## src/rtl/writeback_arbiter_if.sv

```systemverilog
// Result-writeback bundle between the RS/LSB producers, the arbiter and the ROB submit port.
// master = producers + ROB side, slave = writeback_arbiter.
interface writeback_arbiter_if #(
  parameter int TAG_W = 4,
  parameter int VAL_W = 32
);
  logic [TAG_W-1:0] rs_tag;
  logic [VAL_W-1:0] rs_val;
  logic             rs_valid;
  logic             rs_ready;

  logic [TAG_W-1:0] lsb_tag;
  logic [VAL_W-1:0] lsb_val;
  logic             lsb_valid;
  logic             lsb_ready;

  logic [TAG_W-1:0] out_tag;
  logic [VAL_W-1:0] out_val;
  logic             out_valid;
  logic             out_ready;
  logic             out_src;

  modport master (
    output rs_tag, rs_val, rs_valid, lsb_tag, lsb_val, lsb_valid, out_ready,
    input  rs_ready, lsb_ready, out_tag, out_val, out_valid, out_src
  );

  modport slave (
    input  rs_tag, rs_val, rs_valid, lsb_tag, lsb_val, lsb_valid, out_ready,
    output rs_ready, lsb_ready, out_tag, out_val, out_valid, out_src
  );
endinterface

```

## src/rtl/writeback_arbiter.sv

```systemverilog
// Two small result FIFOs (RS, LSB) sharing one ROB writeback port, round-robin arbitrated.
// Define WB_ARB_FIXED_PRIO_EN to give the LSB strict priority on ties instead.
module writeback_arbiter #(
  parameter int DEPTH = 2,
  parameter int TAG_W = 4,
  parameter int VAL_W = 32
) (
  input  logic                clk_in,
  input  logic                rst_in,
  input  logic                rdy_in,
  input  logic                predict_fail,
  writeback_arbiter_if.slave  wb
);
  localparam int PTR_W = (DEPTH > 1) ? $clog2(DEPTH) : 1;
  localparam int CNT_W = PTR_W + 1;
  localparam int ENT_W = TAG_W + VAL_W;

  typedef enum logic {
    SRC_RS  = 1'b0,
    SRC_LSB = 1'b1
  } src_e;

  logic [ENT_W-1:0] mem   [2][DEPTH];
  logic [PTR_W-1:0] head  [2];
  logic [PTR_W-1:0] tail  [2];
  logic [CNT_W-1:0] count [2];

  logic [ENT_W-1:0] push_ent [2];
  logic [1:0]       ready;
  logic [1:0]       req;
  logic [1:0]       push;
  logic [1:0]       pop;
  logic [ENT_W-1:0] head_ent;
  logic             any_req;
  logic             out_valid;
  logic             out_fire;
  logic             flush;
  src_e             grant;

  function automatic logic [PTR_W-1:0] ptr_inc(input logic [PTR_W-1:0] p);
    return (p == PTR_W'(DEPTH - 1)) ? '0 : p + PTR_W'(1);
  endfunction

  // Per-side handshake: ready looks only at occupancy, so a full FIFO refuses
  // a push even in the cycle it is being popped.
  always_comb begin
    push_ent[0] = {wb.rs_tag, wb.rs_val};
    push_ent[1] = {wb.lsb_tag, wb.lsb_val};
    ready = '0;
    req   = '0;
    for (int unsigned s = 0; s < 2; s++) begin
      ready[s] = rdy_in && (count[s] != CNT_W'(DEPTH));
      req[s]   = (count[s] != '0);
    end
    push[0] = wb.rs_valid  && ready[0] && !predict_fail;
    push[1] = wb.lsb_valid && ready[1] && !predict_fail;
  end

`ifdef WB_ARB_FIXED_PRIO_EN
  always_comb begin
    grant = req[1] ? SRC_LSB : SRC_RS;
  end
`else
  src_e last_grant;

  always_comb begin
    grant = SRC_RS;
    if (req[0] && req[1]) begin
      grant = (last_grant == SRC_LSB) ? SRC_RS : SRC_LSB;
    end else if (req[1]) begin
      grant = SRC_LSB;
    end
  end

  always_ff @(posedge clk_in or posedge rst_in) begin
    if (rst_in) begin
      last_grant <= SRC_LSB;
    end else if (rdy_in) begin
      if (predict_fail) begin
        last_grant <= SRC_LSB;
      end else if (out_fire) begin
        last_grant <= grant;
      end
    end
  end
`endif

  always_comb begin
    any_req   = req[0] || req[1];
    out_valid = rdy_in && !predict_fail && any_req;
    out_fire  = out_valid && wb.out_ready;
    flush     = rdy_in && predict_fail;
    pop[0]    = out_fire && (grant == SRC_RS);
    pop[1]    = out_fire && (grant == SRC_LSB);
    head_ent  = mem[grant][head[grant]];
  end

  always_comb begin
    wb.rs_ready  = ready[0];
    wb.lsb_ready = ready[1];
    wb.out_valid = out_valid;
    wb.out_tag   = '0;
    wb.out_val   = '0;
    wb.out_src   = 1'b0;
    if (out_valid) begin
      wb.out_tag = head_ent[ENT_W-1:VAL_W];
      wb.out_val = head_ent[VAL_W-1:0];
      wb.out_src = (grant == SRC_LSB);
    end
  end

  always_ff @(posedge clk_in or posedge rst_in) begin
    if (rst_in) begin
      for (int unsigned s = 0; s < 2; s++) begin
        head[s]  <= '0;
        tail[s]  <= '0;
        count[s] <= '0;
      end
    end else if (flush) begin
      for (int unsigned s = 0; s < 2; s++) begin
        head[s]  <= '0;
        tail[s]  <= '0;
        count[s] <= '0;
      end
    end else if (rdy_in) begin
      for (int unsigned s = 0; s < 2; s++) begin
        if (push[s]) tail[s] <= ptr_inc(tail[s]);
        if (pop[s])  head[s] <= ptr_inc(head[s]);
        if (push[s] && !pop[s]) begin
          count[s] <= count[s] + CNT_W'(1);
        end else if (pop[s] && !push[s]) begin
          count[s] <= count[s] - CNT_W'(1);
        end
      end
    end
  end

  // Entry storage carries no reset; occupancy alone decides what is valid.
  always_ff @(posedge clk_in) begin
    for (int unsigned s = 0; s < 2; s++) begin
      if (push[s]) mem[s][tail[s]] <= push_ent[s];
    end
  end

  a_rs_count_bound: assert property (@(posedge clk_in) disable iff (rst_in)
    count[0] <= CNT_W'(DEPTH));
  a_lsb_count_bound: assert property (@(posedge clk_in) disable iff (rst_in)
    count[1] <= CNT_W'(DEPTH));
  a_no_valid_when_paused: assert property (@(posedge clk_in) disable iff (rst_in)
    !rdy_in |-> !wb.out_valid);

endmodule

```

## src/flat_wrapper.sv

```systemverilog
// flat-port wrapper written by rule: the top's interface ports become plain ports
module writeback_arbiter_flat 
#(
  parameter int DEPTH = 2,
  parameter int TAG_W = 4,
  parameter int VAL_W = 32
)
  (clk_in, rst_in, rdy_in, predict_fail, wb_rs_tag, wb_rs_val, wb_rs_valid, wb_lsb_tag, wb_lsb_val, wb_lsb_valid, wb_out_ready, wb_rs_ready, wb_lsb_ready, wb_out_tag, wb_out_val, wb_out_valid, wb_out_src);
  writeback_arbiter_if #(.TAG_W(TAG_W), .VAL_W(VAL_W)) wb_i ();
  input  logic clk_in;
  input  logic rst_in;
  input  logic rdy_in;
  input  logic predict_fail;
  input wire logic [$bits(wb_i.rs_tag)-1:0] wb_rs_tag;
  input wire logic [$bits(wb_i.rs_val)-1:0] wb_rs_val;
  input wire logic [$bits(wb_i.rs_valid)-1:0] wb_rs_valid;
  input wire logic [$bits(wb_i.lsb_tag)-1:0] wb_lsb_tag;
  input wire logic [$bits(wb_i.lsb_val)-1:0] wb_lsb_val;
  input wire logic [$bits(wb_i.lsb_valid)-1:0] wb_lsb_valid;
  input wire logic [$bits(wb_i.out_ready)-1:0] wb_out_ready;
  output wire logic [$bits(wb_i.rs_ready)-1:0] wb_rs_ready;
  output wire logic [$bits(wb_i.lsb_ready)-1:0] wb_lsb_ready;
  output wire logic [$bits(wb_i.out_tag)-1:0] wb_out_tag;
  output wire logic [$bits(wb_i.out_val)-1:0] wb_out_val;
  output wire logic [$bits(wb_i.out_valid)-1:0] wb_out_valid;
  output wire logic [$bits(wb_i.out_src)-1:0] wb_out_src;
  assign wb_i.rs_tag = wb_rs_tag;
  assign wb_i.rs_val = wb_rs_val;
  assign wb_i.rs_valid = wb_rs_valid;
  assign wb_i.lsb_tag = wb_lsb_tag;
  assign wb_i.lsb_val = wb_lsb_val;
  assign wb_i.lsb_valid = wb_lsb_valid;
  assign wb_i.out_ready = wb_out_ready;
  assign wb_rs_ready = wb_i.rs_ready;
  assign wb_lsb_ready = wb_i.lsb_ready;
  assign wb_out_tag = wb_i.out_tag;
  assign wb_out_val = wb_i.out_val;
  assign wb_out_valid = wb_i.out_valid;
  assign wb_out_src = wb_i.out_src;
  writeback_arbiter #(.DEPTH(DEPTH), .TAG_W(TAG_W), .VAL_W(VAL_W)) u_core (.clk_in(clk_in), .rst_in(rst_in), .rdy_in(rdy_in), .predict_fail(predict_fail), .wb(wb_i));
endmodule
```

## config.mk

```make
export PLATFORM = sky130hd
export DESIGN_NAME = writeback_arbiter_flat
export DESIGN_NICKNAME = d
export VERILOG_FILES = /design/src/rtl/writeback_arbiter_if.sv /design/src/rtl/writeback_arbiter.sv /design/src/flat_wrapper.sv
export SDC_FILE = /design/constraint.sdc
export NUM_CORES = 1
export LEC_CHECK = 0
export CAP_MARGIN = 0
export CORE_MARGIN = 1.5
export CORE_UTILIZATION = 30
export DETAILED_ROUTE_END_ITERATION = 7
export HOLD_SLACK_MARGIN = 0.02
export SYNTH_ARGS = -nofsm -noshare
export SYNTH_HDL_FRONTEND = slang
export SYNTH_SLANG_ARGS = --single-unit
```

## constraint.sdc

```tcl
create_clock -name clk_in -period 5.7 [get_ports clk_in]
set_input_delay 1.14 -clock clk_in [delete_from_list [all_inputs] [get_ports clk_in]]
set_output_delay 1.14 -clock clk_in [all_outputs]
set_load 0.1 [all_outputs]
```

### Yosys cells after proc, flatten, opt, wreduce, memory -nomap -nowiden

Memories as Yosys holds them, arrays and structs flattened.
Cells that the tools add are included.

* memories kept: 1
* register bits: 9
* logic and storage cells: 111
* output and inout port bits: 40
* bits in writable memories: 144

Memories
* u_core.mem: words 2, bits a word 72, read ports 1, clocked after memory_dff 0, write ports 2, line writeback_arbiter.sv:23 `logic [ENT_W-1:0] mem [2][DEPTH];`

* eq/ne operators: 2
* $lt $le $gt $ge: 6
* reduce and logical (&&, ||, !) cells: 42
* bitwise gates (word level): 5
* add/subtract/negate cells: 8
* multiplexer cells: 40

Operators with widths (count)
* 36-bit two-way mux: 5
* 72-bit two-way mux: 2
* 36-bit demux with 1-bit select: 2
* 32-bit two-way mux: 1
* 1-bit logical AND: 19
* 1-bit two-way mux: 19
* 2-bit two-way mux: 8
* 2-bit nonzero test: 8
* 2-bit AND reduction: 7
* 4-bit two-way mux: 3
* 2-bit >= comparator, second input constant: 4
* 1-bit inverter with 2-bit output: 4
* 3-bit nonzero test: 2
* 1-bit logical NOT: 5
* 1-bit adder, second input constant: 4
* 2-bit by 1-bit adder with 2-bit output, second input constant: 2
* 2-bit by 1-bit less-than comparator with 1-bit output, second input constant: 2
* 2-bit != test, second input constant: 2
* 2-bit by 1-bit subtractor with 2-bit output, second input constant: 2
* 1-bit logical OR: 1
* 1-bit inverter: 1

### Depth between registers and ports, before layout

Gate-level depths: netlist (run 1).

* depth after elaboration: 12
* gate-level depth with buffers: 10

### Worst setup path before layout (run 1)

No wires, ideal clock.

* path type: input -> output
* start point: in predict_fail
* end point: out wb_out_tag[3]
* slack: 0.487 ns
* path buffers: 2
* arrival time: 4.073 ns
* data required time: 4.560 ns
* stages on the path: 5
* path through: nand2b_1 -> a21o_1 -> buf_4 -> buf_2 -> a211oi_1

* longest elaborated chain between the ends: 4

RTL lines
* from (decl): line flat_wrapper.sv:13 `input logic predict_fail;`
* 1-bit logical NOT: line writeback_arbiter.sv:90 `out_valid = rdy_in && !predict_fail && any_req;`
* 1-bit logical AND (2 in series): line writeback_arbiter.sv:90
* 4-bit two-way mux: line writeback_arbiter.sv:105 `if (out_valid) begin`
* to (decl): line flat_wrapper.sv:23 `output wire logic [$bits(wb_i.out_tag)-1:0] wb_out_tag;`

Every way passes these cells.

### Worst setup path in the final report (run 1)

* start point: in predict_fail
* end point: out wb_out_val[0]

* longest elaborated chain between the ends: 4

RTL lines
* 1-bit logical NOT: line writeback_arbiter.sv:90
* 1-bit logical AND (2 in series): line writeback_arbiter.sv:90
* 32-bit two-way mux: line writeback_arbiter.sv:105
* to (decl): line flat_wrapper.sv:24 `output wire logic [$bits(wb_i.out_val)-1:0] wb_out_val;`

Every way passes these cells.

==> results.sh, run 1 <==
export IMPL_rsz0062_at_grt="no"
export IMPL_tightest_slew_ns=1.12
export IMPL_postCtsSetupRepairBufs=0
export IMPL_yosys_area_share_simple_pct=6.41
export IMPL_track_usage_pct=15.8
export IMPL_synth_edf_count=144
export IMPL_numCtsBuffers=17
export IMPL_synth_xor_area_share_pct=0.678
export IMPL_grt_max_degree=39
export IMPL_hold_depth=1
export IMPL_post_cts_resize_count=0
export IMPL_syn_nets=473
export IMPL_vias=4092
export IMPL_wire_per_inst_um=21.5
export IMPL_cap_violations=0
export IMPL_max_freq_mhz=222
export IMPL_post_route_min_period_ns=4.51
export IMPL_synthFlopType="edfxtp_1"
export IMPL_synthToLayoutAreaGrowth_pct=34.8
export IMPL_setup_viol=0
export IMPL_insertion_delay_ns=0.43
export IMPL_drt_total_wl_um=17100
export IMPL_synth_top_family_by_area="compound AO/OA/AOI/OAI gates"
export IMPL_clockRootBuffer="clkbuf_16"
export IMPL_drt_pass1_iter_count=4
export IMPL_final_hold_viol_count=0
export IMPL_worstSetupStartpointType="input port"
export IMPL_synth_adder_area_share_pct=0.387
export IMPL_place_gp_congestion=0.777
export IMPL_worstRegToRegCells=8
export IMPL_ys_warnings_count=0
export IMPL_synth_distinct_cells=40
export IMPL_grt_ovfl_total=0
export IMPL_leakage_nw=2.85
export IMPL_slew_headroom_pct=25.2
export IMPL_finClkSkew_ns=0.0155
export IMPL_synth_mux_area_fraction_pct=1.86
export IMPL_h_tree_depth=4
export IMPL_endpoint_kind="primary output"
export IMPL_clock_sink_count=153
export IMPL_syn_area_um2=6460
export IMPL_fin_util_pct=41.3
export IMPL_setup_tns_ns=0
export IMPL_rows=53
export IMPL_cts_buffer_depth=2
export IMPL_drt_iter0_markers=171
export IMPL_place_area_um2=8090
export IMPL_slew_violations=0
export IMPL_min_period_over_period_pct=79.2
export IMPL_power_density_nw_per_um2=396
export IMPL_holdBufCountCts=0
export IMPL_grt_pass1_wl_um=25800
export IMPL_cp_max_fo=38
export IMPL_n_antenna_cell=0
export IMPL_first_global_vias=4384
export IMPL_portBuffers=118
export IMPL_critPathKind="input port to primary output"
export IMPL_drcViolationCount=0
export IMPL_avgSynthCellArea_um2=16.5
export IMPL_path_cells="clkdlybuf4s50_1, nand2b_1, a21o_2, buf_4, o22ai_1, buf_12"
export IMPL_viasPerCell=5.14
export IMPL_initial_core_util_pct=30.6
export IMPL_arrival_ns=3.37
export IMPL_cp_required_ns=4.56
export IMPL_fp_dieH_um=150
export IMPL_core_area_um2=21100
export IMPL_die_area_um2=22400
export IMPL_final_layout_size_suffix_gt1_share_pct=25.7
export IMPL_antenna_found_initial=1
export IMPL_clk_pin_slew_ns=0.06
export IMPL_pin_count=119
export IMPL_vdd_drop_max_mv=0.190
export IMPL_synth_seq_cells=153
export IMPL_async_flop_share_pct=5.88
export IMPL_die_w_um=150
export IMPL_final_nets=589
export IMPL_synth_compound_area_share_pct=16.3
export IMPL_cts_tree="yes"
export IMPL_slowest_stage="clkdlybuf4s50_1"
export IMPL_synthCells=392
export IMPL_hp_class="register to register"
export IMPL_place_hpwl_um=9790
export IMPL_fin_area_um2=8700
export IMPL_slowest_delay_ns=0.80
export IMPL_outcome="finished clean"
export IMPL_drtAntennaViolNets=0
export IMPL_ys_seq_area_share_pct=70.5
-- per-layer routing --
metal | GRT usage, % | vias up | routed length (um) | part of all wire (%)
li1 | - | 1836 | - | -
met1 | 20.3 | 2092 | 7730 | 45
met2 | 26.2 | 136 | 8370 | 49
met3 | 3.63 | 26 | 751 | 4.4
met4 | 5.20 | 2 | 280 | 1.6
met5 | 0 | - | 12 | 0.070
-- final timing paths --
| path | startpoint | end | slack [ns] |
|---|---|---|---|
| setup / recovery | predict_fail | wb_out_val[0] | 1.19 |
| min in group asynchronous | rst_in | u_core.count[3] | 0.99 |
| setup reg to reg | u_core.count[2] | u_core.count[1] | 3.32 |
| max in group asynchronous | rst_in | u_core.last_grant | 4.40 |
| hold / removal | u_core.last_grant | u_core.last_grant | 0.54 |
| hold reg to reg | u_core.last_grant | u_core.last_grant | 0.54 |
-- critical path, delay by kind of cell --
kind,cells,cell delay (ns)
and+or+nand+nor,1,0.25
AOI/OAI and AO/OA,2,0.40
buffers and inverters,3,1.56
-- report_power, final --
part / internal [mW] / switching (mW)
logic: 0.296 / 0.638
registers: 1.30 / 0.0304
clock network: 0.700 / 0.483
-- cell usage after synthesis, types with 2 or more instances --
master,instances,area [um^2]
xor2_1,3,26.3
clkbuf_1,6,22.5
mux2i_1,12,120
a22oi_2,18,225
nor2_4,2,22.5
edfxtp_1,144,4320
o21ai_1,3,15.0
a31oi_1,26,163
nor3_1,2,10.0
and2_1,2,12.5
nor2b_1,13,81.3
o21a_1,4,30.0
buf_6,10,113
ha_1,2,25.0
a21o_1,2,15.0
a21oi_1,4,20.0
xnor2_1,2,17.5
a211oi_1,22,165
nand2_1,4,15.0
o31ai_1,2,15.0
inv_1,6,22.5
o22ai_1,6,37.5
o21ai_0,3,15.0
o211ai_1,2,15.0
dfrtp_1,8,200
o22ai_2,20,250
a22oi_1,7,52.6
nor2_1,6,22.5
buf_4,3,22.5
nor4b_1,25,219
buf_2,14,70.1
-- final cells by class --
cell class / instances / area, um^2
Fill cell: 1925 / 12400
Sequential cell: 153 / 4550
Multi-Input combinational cell: 199 / 1680
Timing Repair Buffer: 130 / 1490
Clock buffer: 17 / 425
Tap cell: 275 / 344
Clock inverter: 15 / 186
Inverter: 7 / 26.3
-- state kept, by name, indices dropped and copies added (netlist names) --
name / count
u_core.count: 4
u_core.head: 2
u_core.last_grant: 1
u_core.mem: 144
u_core.tail: 2
-- per-stage QoR --
stage          setup WS (ns)  cells  total power, mW  hold WS (ns)
2_1_floorplan          0.487    392             2.00         0.513
3_3_place_gp            1.29    764             2.29         0.527
3_5_place_dp            1.21    764             2.29         0.530
4_1_cts                 1.19    796             3.47         0.539
5_1_grt                 1.05    796             3.57         0.555
6_report                1.19    796             3.45         0.537
-- logic make-up (layout without fill, tap and decap cells) --
logic type / after synthesis / after routing
AO/OA/AOI/OAI: 122 / 122
XOR/XNOR: 5 / 5
adder cells (fa/ha/maj): 2 / 2
buffers and inverters: 40 / 169
flip-flops: 153 / 153
multiplexers: 12 / 12
AND/OR/NAND/NOR: 58 / 58
-- cells in the final DEF (no fill, tap or decap), types with 2 or more instances in the layout --
cell type | netlist | routed
and2_2 | 0 | 2
clkdlybuf4s50_1 | 0 | 80
ha_1 | 2 | 2
mux2i_1 | 12 | 12
inv_6 | 0 | 5
clkinv_2 | 0 | 2
inv_1 | 6 | 6
a21o_2 | 1 | 2
o21ai_1 | 3 | 2
a31oi_1 | 26 | 26
a211oi_1 | 22 | 22
nor4b_1 | 25 | 25
dfrtp_1 | 8 | 7
buf_4 | 3 | 25
clkinv_1 | 1 | 2
nor3_2 | 0 | 2
o22ai_1 | 6 | 6
edfxtp_1 | 144 | 144
bufinv_16 | 0 | 3
nor2b_1 | 13 | 13
clkbuf_16 | 0 | 17
nor2_4 | 2 | 2
a22oi_2 | 18 | 18
nand2_1 | 4 | 4
o22ai_2 | 20 | 20
o211ai_1 | 2 | 2
xor2_1 | 3 | 3
xnor2_1 | 2 | 2
a22oi_1 | 7 | 7
o31ai_1 | 2 | 2
inv_8 | 0 | 2
a21oi_1 | 4 | 4
nor2_1 | 6 | 6
o21a_1 | 4 | 3
buf_12 | 0 | 25
o21ai_0 | 3 | 3
Note: power is estimated with default switching activity, not from simulation.
==> run 2, diff against run 1 <==
==> constraint.sdc (replaced) <==
create_clock -name clk_in -period 4.5 [get_ports clk_in]
set_input_delay 0.9 -clock clk_in [delete_from_list [all_inputs] [get_ports clk_in]]
set_output_delay 0.9 -clock clk_in [all_outputs]
set_load 0.1 [all_outputs]
==> run 2 against run 1 <==
- worst hold slack got worse by 0.0024 ns
- non-clock buffer count increased by 3
- total power up 31%
- sequential power up 29%
- core utilization is 1.4 points higher
- die area is the same
- setup slack got worse by 0.61 ns
- register-to-register slack worse by 1.3 ns
- routed wire length fell by 3.2%
- critical endpoint is now wb_out_val[4]
==> results.sh, run 2 (synthesis gave the netlist of run 1 again) <==
export IMPL_cts_buffer_depth=2
export IMPL_postCtsSetupRepairBufs=0
export IMPL_final_layout_size_suffix_gt1_share_pct=27.9
export IMPL_clk_pin_slew_ns=0.06
export IMPL_n_antenna_cell=0
export IMPL_slew_violations=0
export IMPL_endpoint_kind="primary output"
export IMPL_drt_iter0_markers=213
export IMPL_power_density_nw_per_um2=502
export IMPL_clockRootBuffer="clkbuf_16"
export IMPL_hold_start="u_core.last_grant"
export IMPL_die_area_um2=22400
export IMPL_drcViolationCount=0
export IMPL_fillers=1908
export IMPL_vias=3960
export IMPL_antenna_found_initial=0
export IMPL_final_cell_mix="144 x edfxtp_1, 78 x clkdlybuf4s50_1, 39 x buf_12, 26 x a31oi_1, 25 x nor4b_1"
export IMPL_vdd_drop_max_mv=0.236
export IMPL_grt_max_degree=39
export IMPL_outcome="finished clean"
export IMPL_setup_viol=0
export IMPL_viasPerCell=4.96
export IMPL_holdWs_ns=0.535
export IMPL_h_tree_depth=4
export IMPL_die_w_um=150
export IMPL_rrSetupSlack_ns=2.03
export IMPL_initial_core_util_pct=30.6
export IMPL_post_route_min_period_ns=3.93
export IMPL_clock_sink_count=153
export IMPL_final_hold_viol_count=0
export IMPL_pin_count=119
export IMPL_track_usage_pct=15.5
export IMPL_grt_ovfl_total=0
export IMPL_place_ws_ns=0.658
export IMPL_drt_total_wl_um=16600
export IMPL_timing_rr_start="u_core.count[0]"
export IMPL_post_cts_resize_count=0
export IMPL_slew_headroom_pct=29.9
export IMPL_cap_violations=0
export IMPL_grt_pass1_wl_um=25400
export IMPL_largest_reg_flops=144
export IMPL_tightest_slew_ns=1.04
export IMPL_wire_per_inst_um=20.8
export IMPL_first_global_vias=4273
export IMPL_max_freq_mhz=255
export IMPL_worstSetupStartpointType="register"
export IMPL_setup_slack_ns=0.574
export IMPL_leakage_nw=2.94
export IMPL_cp_required_ns=3.60
export IMPL_insertion_delay_ns=0.41
export IMPL_critPathKind="register to primary output"
export IMPL_numCtsBuffers=17
export IMPL_final_nets=592
export IMPL_synthToLayoutAreaGrowth_pct=39.2
export IMPL_place_hpwl_um=10600
export IMPL_hp_class="register to register"
export IMPL_final_common_cell="edfxtp_1"
export IMPL_cts_tree="yes"
export IMPL_drtAntennaViolNets=0
export IMPL_rows=53
export IMPL_min_period_over_period_pct=87.3
export IMPL_core_area_um2=21100
export IMPL_fp_dieH_um=150
export IMPL_holdBufCountCts=0
export IMPL_place_gp_congestion=0.753
export IMPL_rsz0062_at_grt="no"
export IMPL_arrival_ns=3.03
export IMPL_finClkSkew_ns=0.00621
export IMPL_drt_pass1_iter_count=5
export IMPL_cp_max_fo=28
export IMPL_startpoint="u_core.count[2]"
export IMPL_portBuffers=118
[run 2: layer usage]
| metal | part of all wire, % | GRT usage, % | wire (um) |
|---|---|---|---|
| met5 | 0 | 0 | 0 |
| met4 | 0.55 | 4.66 | 91 |
| met3 | 5.2 | 3.26 | 861 |
| met2 | 51 | 26.3 | 8520 |
| met1 | 43 | 20.0 | 7120 |
[run 2: where the power goes]
part	total, mW	leakage (nW)	internal [mW]	switching, mW
Sequential	1.71	1.42	1.65	0.0603
Clock	1.60	0.321	1.05	0.555
Combinational	1.21	1.20	0.416	0.793
Total	4.52	2.94	3.11	1.41
[run 2: cell type report]
class | instances | area (um^2) | share of cell area, %
repair buffers | 133 | 1680 | 18.7
clock buffers | 18 | 429 | 4.77
clock inverters | 14 | 244 | 2.71
multi-input cells | 199 | 1720 | 19.1
well taps | 275 | 344 | 3.83
inverters | 7 | 26.3 | 0.292
flip-flops and latches | 153 | 4550 | 50.6
[run 2: final timing paths]
check | end | cells after the start
worst min-delay path | u_core.last_grant | 1
worst min register to register | u_core.last_grant | 1
max in group asynchronous | u_core.last_grant | 2
worst max register to register | u_core.count[3] | 8
worst max-delay path | wb_out_val[4] | 6
min in group asynchronous | u_core.count[3] | 2
[run 2: worst max-delay path, stage by stage, from the launching register on]
cell and delay (ns):
dfrtp_1 0.49, o21a_2 0.49, nor2_4 0.46, buf_4 0.36
a211oi_1 0.09, a211oi_1 0.46, buf_12 0.24
[run 2: stage by stage]
stage	instances	area, um^2	total power, mW	TNS, ns	util (%)
3_5_place_dp	767	8320	2.96	0	39.5
6_report	799	8990	4.52	0	42.6
4_1_cts	799	8990	4.57	0	42.6
2_1_floorplan	392	6490	2.54	-0.927	-
3_3_place_gp	767	8320	2.94	0	39.5
5_1_grt	799	8990	4.68	0	42.6
==> run 3, diff against run 2 <==
--- a/config.mk
+++ b/config.mk
@@ -10,6 +10,8 @@
 export CORE_UTILIZATION = 30
 export DETAILED_ROUTE_END_ITERATION = 7
 export HOLD_SLACK_MARGIN = 0.02
+export MAX_ROUTING_LAYER = met4
 export SYNTH_ARGS = -nofsm -noshare
 export SYNTH_HDL_FRONTEND = slang
 export SYNTH_SLANG_ARGS = --single-unit
+export TNS_END_PERCENT = 50
==> constraint.sdc (replaced) <==
create_clock -name clk_in -period 4.5 [get_ports clk_in]
set_input_delay 0.45 -clock clk_in [delete_from_list [all_inputs] [get_ports clk_in]]
set_output_delay 0.45 -clock clk_in [all_outputs]
set_load 0.1 [all_outputs]
==> run 3 against run 2 <==
- design area down 3.5%
- sequential share of layout area up 1.8 points
- first-iteration DRC count up 1.4%
- worst hold slack worse by 0.23 ns
- total power down 4.6%
- register-to-register slack worse by 0.16 ns
- final cell count down 0.50%
- die area unchanged
- global-route usage up 0.58 points
- clock skew up 0.0091 ns
- critical path type unchanged
- highest routed layer unchanged
==> results.sh, run 3 (synthesis gave the netlist of run 1 again) <==
export IMPL_final_hold_viol_count=0
export IMPL_hp_class="input port to async pin"
export IMPL_final_common_cell="edfxtp_1"
export IMPL_grt_ovfl_total=0
export IMPL_die_w_um=150
export IMPL_use_met2_pct=26.5
export IMPL_endpoint_kind="primary output"
export IMPL_numCtsBuffers=17
export IMPL_h_tree_depth=4
export IMPL_wire_per_inst_um=20.9
export IMPL_synthToLayoutAreaGrowth_pct=34.4
export IMPL_path_cells="clkinv_1, a31oi_1, o22ai_2, buf_12"
export IMPL_clockRootBuffer="clkbuf_16"
export IMPL_cts_buffer_depth=2
export IMPL_p_comb_share_pct=26.7
export IMPL_insertion_delay_ns=0.42
export IMPL_top_usage_layer="met2"
export IMPL_finClkSkew_ns=0.0153
export IMPL_final_layout_size_suffix_gt1_share_pct=25.2
export IMPL_min_period_over_period_pct=81.4
export IMPL_cts_tree="yes"
export IMPL_slew_headroom_pct=26.1
export IMPL_slowest_stage="clkinv_1"
export IMPL_setup_slack_ns=0.838
export IMPL_vdd_drop_max_mv=0.248
export IMPL_grt_pass1_wl_um=25400
export IMPL_postCtsSetupRepairBufs=0
export IMPL_post_cts_resize_count=0
export IMPL_fp_dieH_um=150
export IMPL_worstSetupStartpointType="register"
export IMPL_post_route_min_period_ns=3.66
export IMPL_place_gp_congestion=0.733
export IMPL_place_hpwl_um=9840
export IMPL_clk_pin_slew_ns=0.06
export IMPL_slew_violations=0
export IMPL_cp_required_ns=4.05
export IMPL_drcViolationCount=0
export IMPL_arrival_ns=3.21
export IMPL_cap_violations=0
export IMPL_switching_power_mw=1.42
export IMPL_rows=53
export IMPL_slowest_delay_ns=1.09
export IMPL_critPathKind="register to primary output"
export IMPL_drt_iter0_markers=216
export IMPL_setup_viol=0
export IMPL_final_nets=587
export IMPL_drtAntennaViolNets=0
export IMPL_track_usage_pct=16.1
export IMPL_met1_usage_pct=19.8
export IMPL_rrSetupSlack_ns=1.87
export IMPL_vias=4025
export IMPL_grt_max_degree=39
export IMPL_final_cell_count_no_fill=795
export IMPL_setup_tns_ns=0
export IMPL_cp_max_fo=26
export IMPL_drt_pass1_iter_count=4
export IMPL_initial_core_util_pct=30.6
export IMPL_worstRegToRegCells=3
export IMPL_fin_util_pct=41.2
export IMPL_antenna_found_initial=1
export IMPL_grtUsageMet3_pct=3.54
export IMPL_max_freq_mhz=273
export IMPL_drt_total_wl_um=16700
export IMPL_final_cell_mix="144 x edfxtp_1, 80 x clkdlybuf4s50_1, 26 x a31oi_1, 25 x nor4b_1, 25 x buf_12"
export IMPL_tightest_slew_ns=1.11
export IMPL_pin_count=119
export IMPL_portBuffers=118
export IMPL_holdWs_ns=0.309
export IMPL_die_area_um2=22400
export IMPL_viasPerCell=5.06
export IMPL_clock_sink_count=153
export IMPL_sequentialPowerShare_pct=39.5
export IMPL_leakage_nw=2.83
export IMPL_place_ws_ns=1.24
export IMPL_rsz0062_at_grt="no"
export IMPL_clockPowerShare_pct=33.7
export IMPL_internal_power_mw=2.89
export IMPL_outcome="finished clean"
export IMPL_largest_reg_flops=144
export IMPL_core_area_um2=21100
export IMPL_holdBufCountCts=0
export IMPL_dp_cells=762
export IMPL_power_density_nw_per_um2=497
export IMPL_first_global_vias=4330
export IMPL_p_sw_share_pct=32.9
[run 3: changes by cell type in the layout (fill, tap and decap cells not counted), sizes merged]
cell and delta:
buf -7, clkdlybuf4s50 +2, clkinv +2, clkinvlp +1, clkbuf -1, inv +1, diode +1, bufinv -3
[run 3: worst paths after layout]
kind / from / endpoint
max: u_core.head[1] / wb_out_val[26]
min: rst_in / u_core.count[3]
max reg2reg: u_core.head[1] / u_core.head[1]
min reg2reg: u_core.last_grant / u_core.last_grant
max in group asynchronous: rst_in / u_core.last_grant
min in group clk_in: u_core.last_grant / u_core.last_grant
[run 3: critical path: cells and delay by family (launching register included)]
kind                   cells  cell delay [ns]
AOI/OAI and AO/OA          2             0.64
buffers and inverters      2             1.30
DFF                        1             0.83
[run 3: final cells by class]
cell class | count | area [um^2]
fillers | 1921 | 12400
flip-flops and latches | 153 | 4550
multi-input cells | 199 | 1680
repair buffers | 128 | 1470
clock buffers | 17 | 425
well taps | 275 | 344
clock inverters | 15 | 174
inverters | 7 | 26.3
diodes | 1 | 2.50
[run 3: power by group through the flow]
| stage | clock, mW | combinational (mW) | sequential [mW] |
|---|---|---|---|
| floorplan | 0 | 0.825 | 1.70 |
| global placement | 0 | 1.15 | 1.73 |
| detailed placement | 0 | 1.16 | 1.73 |
| CTS | 1.49 | 1.17 | 1.70 |
| global route | 1.54 | 1.22 | 1.71 |
| finish | 1.45 | 1.15 | 1.70 |
[run 3: routing by layer]
metal  up-vias  part of all wire (%)
met5         -                     0
met2       128                    50
met4         0                   1.5
met1      2043                    44
li1       1834                     -
met3        20                   5.1
[run 3: metrics by stage]
stage          area (um^2)  power (mW)
6_report              8680        4.31
4_1_cts               8680        4.36
3_3_place_gp          8080        2.88
2_1_floorplan         6460        2.53
5_1_grt               8680        4.48
3_5_place_dp          8080        2.90
